`config.mk`:
```
export PLATFORM = sky130hd
export DESIGN_NAME = fft_seq_ctrl
export DESIGN_NICKNAME = d
export VERILOG_FILES = /design/src/rtl/fft_pkg.sv /design/src/rtl/fft_stage_cnt.sv /design/src/rtl/fft_seq_ctrl.sv
export SDC_FILE = /design/constraint.sdc
export NUM_CORES = 1
export LEC_CHECK = 0
export ABC_AREA = 1
export BUFFER_PORTS_ARGS = -buffer_cell sky130_fd_sc_hd__buf_2
export CAP_MARGIN = 20
export CORE_MARGIN = 1
export CORE_UTILIZATION = 40
export DETAILED_ROUTE_END_ITERATION = 10
export PLACE_DENSITY = 0.63
export SLEW_MARGIN = 20
export SYNTH_ARGS = -nofsm -noshare
export SYNTH_HDL_FRONTEND = slang
export SYNTH_SLANG_ARGS = --single-unit
```
`constraint.sdc`:
```
create_clock -name clk -period 2.3 [get_ports clk]
set_clock_uncertainty 0.15 [all_clocks]
set_input_delay 0.23 -clock clk [delete_from_list [all_inputs] [get_ports clk]]
set_output_delay 0.23 -clock clk [all_outputs]
set_load 0.02 [all_outputs]
```
`src/rtl/fft_pkg.sv`:
```
// rtl/fft_pkg.sv - shared constants, stage tap offsets and FSM states for the FFT sequencer
package fft_pkg;

  localparam int LOG2N    = 4;
  localparam int N        = 1 << LOG2N;
  localparam int MULT_LAT = 2;
  localparam int TOT_LAT  = 23;

  typedef enum logic [1:0] {
    IDLE,
    RUN,
    DRAIN
  } state_t;

  // Ce cycles a sample spends in stage s: SDF delay line plus twiddle multiplier.
  function automatic int stage_dly(int s, int log2n, int mult_lat);
    return ((1 << log2n) >> (s + 1)) + mult_lat;
  endfunction

  function automatic int stage_off(int s, int log2n, int mult_lat);
    int acc;
    acc = 0;
    for (int j = 0; j < s; j++) acc += stage_dly(j, log2n, mult_lat);
    return acc;
  endfunction

endpackage

```
`src/rtl/fft_stage_cnt.sv`:
```
// rtl/fft_stage_cnt.sv - per-stage sample counter driving butterfly enable and twiddle index
module fft_stage_cnt #(
  parameter int STAGE = 0
) (
  input  logic       clk,
  input  logic       rst,
  input  logic       ce,
  input  logic       active,
  output logic       bf_en,
  output logic [2:0] tw_idx
);

  // Twiddle index is the position within the fill half, scaled to W16 units.
  localparam logic [3:0] TW_MASK = 4'((8 >> STAGE) - 1);

  logic [3:0] c;
  logic [2:0] tw_full;

  always_ff @(posedge clk or posedge rst) begin
    if (rst) begin
      c <= '0;
    end else if (ce && active) begin
      c <= c + 4'd1;
    end
  end

  assign bf_en   = active & c[3-STAGE];
  assign tw_full = 3'((c & TW_MASK) << STAGE);
  assign tw_idx  = (active && !bf_en) ? tw_full : 3'd0;

endmodule

```
`src/rtl/fft_seq_ctrl.sv`:
```
// rtl/fft_seq_ctrl.sv - sequencer for a 16-point radix-2 SDF FFT pipeline
module fft_seq_ctrl #(
  parameter int LOG2N    = fft_pkg::LOG2N,
  parameter int MULT_LAT = fft_pkg::MULT_LAT,
  parameter int TOT_LAT  = fft_pkg::TOT_LAT
) (
  input  logic        clk,
  input  logic        rst,
  input  logic        in_valid,
  output logic        in_ready,
  output logic        ce,
  output logic [3:0]  bf_en,
  output logic [11:0] tw_idx,
  output logic        out_valid,
  output logic [3:0]  out_bin,
  output logic        frame_done
);

  import fft_pkg::*;

  localparam int DW = $clog2(TOT_LAT);

  state_t             state;
  state_t             state_nxt;
  logic [3:0]         in_cnt;
  logic [3:0]         out_cnt;
  logic [DW-1:0]      drn_cnt;
  logic [TOT_LAT-1:0] tok_sr;
  logic [3:0]         act;
  logic               accept;

  // Gating with rst keeps ce and stage 0 quiet while reset is held.
  assign in_ready = (state != DRAIN);
  assign accept   = in_valid & in_ready & ~rst;
  assign ce       = (state == DRAIN) | accept;

  always_comb begin
    state_nxt = state;
    case (state)
      IDLE:    if (accept) state_nxt = RUN;
      RUN:     if (!in_valid && in_cnt == 4'd0) state_nxt = DRAIN;
      DRAIN:   if (drn_cnt == DW'(TOT_LAT - 1)) state_nxt = IDLE;
      default: state_nxt = IDLE;
    endcase
  end

  always_ff @(posedge clk or posedge rst) begin
    if (rst) begin
      state <= IDLE;
    end else begin
      state <= state_nxt;
    end
  end

  always_ff @(posedge clk or posedge rst) begin
    if (rst) begin
      in_cnt  <= '0;
      out_cnt <= '0;
      drn_cnt <= '0;
      tok_sr  <= '0;
    end else begin
      if (accept) in_cnt <= in_cnt + 4'd1;
      if (out_valid) out_cnt <= out_cnt + 4'd1;
      if (state == DRAIN && state_nxt == DRAIN) drn_cnt <= drn_cnt + 1'b1;
      else drn_cnt <= '0;
      if (ce) tok_sr <= {tok_sr[TOT_LAT-2:0], accept};
    end
  end

  for (genvar s = 0; s < 4; s++) begin : g_stage
    localparam int OFF = stage_off(s, LOG2N, MULT_LAT);
    if (OFF == 0) begin : g_first
      assign act[s] = accept;
    end else begin : g_tap
      assign act[s] = tok_sr[OFF-1];
    end
    fft_stage_cnt #(.STAGE(s)) u_cnt (
      .clk    (clk),
      .rst    (rst),
      .ce     (ce),
      .active (act[s]),
      .bf_en  (bf_en[s]),
      .tw_idx (tw_idx[3*s+2:3*s])
    );
  end

  assign out_valid  = tok_sr[TOT_LAT-1] & ce;
  assign out_bin    = {out_cnt[0], out_cnt[1], out_cnt[2], out_cnt[3]};
  assign frame_done = out_valid & (out_cnt == 4'd15);

endmodule

```
==> results.md <==
* Max Root-Sink Buffers at 2
* Area grow syn2layout at 7.98%
* Pint at 1.66 mW
* Status: complete, no violations
* Largest net degree at the start of global routing at 49
* # rows at 27
* Share of cells above drive strength 1 at 14.8%
* Post-CTS Setup Inserts at 0
* Pwr per Cell Area at 1030 nW/um2
* Switch share at 35.5%
* Die height at 77.9 um
* Max-slew headroom at 60.7%
* Max cap viols at 0
* Placed cell count at 340
* Crit Path Category: in -> out
* Hold-critical path depth at 4
* Starting Density at 41.6%
* # resized after CTS at 0
* Via count at 1576
* CTS HTree Levels at 2
* Register area share after synthesis at 52.1%
* Min-delay worst type: in -> reg
* Yosys warns at 0
* Worst path arrival time at 1660 ps
* Routed len/inst at 10.3 um
* Vias in the first global route at 1490
* VDD IR max at 0.000557 V
* FF-to-FF path depth at 7
* DRC at 0
* Clk_lat worst skew at 290 ps
* Design Area, Final at 2490 um2
* Post-Syn Instances at 257
* Dpl cell area at 2390 um2
* Post-synth cell types at 26
* CTS hold repair buffers at 1
* Combinational share of power at 28.3%
* Final hold violation count at 0
* #FFs+latches synth at 48
* Io pins at 27
* CP Capture Type: output port
* DR vias/cell at 4.52
* Nets at 286
* CP Max Fanout at 18
* GRT Overall Usage at 13.7%
* NetSw at 912 uW
* R2r setup slk at 580 ps
* Max Transition Viols Final at 0
* R2r endpoint: g_stage[1].u_cnt.c[2]$_DFFE_PP0P_
* Lkg Pwr at 1.31 nW
* Final Cycle Share at 88.6%
* N_diodes at 0
* Peak Freq at 0.491 GHz
* Routability cong. at 0.762
* CTS tree: built
* Input/output buffers at 20
* Clk pin slew, worst setup/hold paths at 80 ps
* Post-route ant nets at 0
* R2R Path Start: state[0]$_DFF_PP0_
* Die W at 77.9 um
* CTS Buf Count at 5
* CTS Sinks at 48
* Clk root buf: clkbuf_8
* Initial antenna violation count at 0
* Synthesized area at 2310 um2
* Final setup violation count at 0
* Hold endpoint: state[1]$_DFF_PP0_
* Drt pass-1 iters at 4
* Clk pwr share at 19.4%
* Worst EP required at 1920 ps
* Global-route wire length before repair at 6440 um
* Worst Setup Start Kind: primary input
* Min cycle time layout at 2040 ps
* Fin Setup TNS at 0 ps
* Non-Filler Instances at 349
* Die footprint at 6070 um2
* Starting DRT DRC Count at 113
* WL final at 3580 um
* HP Start: in_valid
* Core area at 5540 um2
* Worst-Margin Slew at 589 ps
* RSZ-0062 raised after global routing: false
* Flop pwr share at 52.3%
* Fin util at 44.9%
* Crit. Startpoint: rst
* Final global-route overflow total at 0
* Hpwl dp at 2450 um
* Synthesized area per cell at 8.97 um2
power groups by stage:
stage / Clock, mW / Combinational [mW] / Sequential [mW]
finish: 0.500 / 0.727 / 1.34
global route: 0.561 / 0.857 / 1.39
CTS: 0.531 / 0.743 / 1.35
detailed placement: 0 / 0.738 / 1.36
global placement: 0 / 0.717 / 1.36
floorplan: 0 / 0.640 / 1.32
synth_stat cells, drive strengths merged:
cell	number	share of area [%]
a21oi	2	1.1
buf	17	6.4
conb	1	0.16
dfrtp	48	52
ha	7	3.8
inv	21	3.4
nand2	82	14
nand3	29	6.3
nand3b	3	0.98
nand4	1	0.27
nor2	22	4.2
nor3	1	0.22
nor3b	1	0.33
o21ai	13	3.0
xnor2	5	1.9
xor2	4	1.5
per-layer routing:
layer / GRT usage (%) / wire [um]
met3: 3.18 / 110
met2: 21.9 / 1630
met1: 17.7 / 1770
met4: 6.11 / 72
met5: 0 / 0
critical path, cell delays in order:
cell and delay (ps):
dlygate4sd3_1 520, buf_2 130, inv_2 50, nand2_2 100, nand2_4 180, buf_4 240, buf_2 200
cells by family (layout without fill, tap and decap cells):
| group | after synthesis | after routing | synth area share, % |
|---|---|---|---|
| flops | 48 | 48 | 52.1 |
| buf+inv | 38 | 53 | 9.82 |
| fa+ha+maj | 7 | 7 | 3.80 |
| other cells | 1 | 6 | 0.163 |
| xor+xnor | 9 | 9 | 3.42 |
| compound gates | 15 | 15 | 4.07 |
| simple gates | 139 | 139 | 26.6 |
stage by stage:
stage               total power, mW  worst slack [ps]  hold slack (ps)
floorplan                      1.96               284              128
global placement               2.08               606              302
detailed placement             2.10               572              307
CTS                            2.62               254              131
global route                   2.81               133              205
finish                         2.57               262              151
placed cells by master (no fill, tap or decap):
| cell type | instances |
|---|---|
| nor2_1 | 20 |
| nand3b_1 | 3 |
| conb_1 | 6 |
| xnor2_1 | 5 |
| clkbuf_8 | 6 |
| inv_1 | 19 |
| o21ai_2 | 1 |
| a21oi_2 | 1 |
| clkbuf_1 | 2 |
| dlygate4sd3_1 | 1 |
| nor3b_1 | 1 |
| buf_4 | 3 |
| ha_1 | 7 |
| nand2_4 | 2 |
| inv_2 | 2 |
| buf_2 | 20 |
| dfrtp_1 | 48 |
| o21ai_1 | 5 |
| nand3_1 | 29 |
| nor2_4 | 2 |
| nand2_2 | 3 |
| nand4_1 | 1 |
| nor3_1 | 1 |
| o21ai_0 | 7 |
| xor2_1 | 4 |
| nand2_1 | 77 |
| a21oi_4 | 1 |
registers in the layout (all words and copies together), names as in the netlist:
| name | flops |
|---|---|
| g_stage.u_cnt.c | 10 |
| tok_sr | 23 |
| drn_cnt | 5 |
| in_cnt | 4 |
| state | 2 |
| out_cnt | 4 |
how the worst max path moves through the flow:
| stage | slack (ps) | endpoint | depth (start not counted) |
|---|---|---|---|
| floorplan | 280 | tw_idx[0] | 5 |
| global placement | 610 | ce | 5 |
| detailed placement | 570 | g_stage[1].u_cnt.c[2]$_DFFE_PP0P_ | 7 |
| CTS | 250 | ce | 5 |
| global route | 130 | frame_done | 6 |
| finish | 260 | ce | 7 |
cell type report:
type | instances | area (um2)
Fill cell | 568 | 3050
Sequential cell | 48 | 1200
Multi-Input combinational cell | 176 | 897
Timing Repair Buffer | 24 | 133
Clock buffer | 8 | 90.1
Tap cell | 72 | 90.1
Inverter | 21 | 78.8
Note: power is estimated with default switching activity, not from simulation.
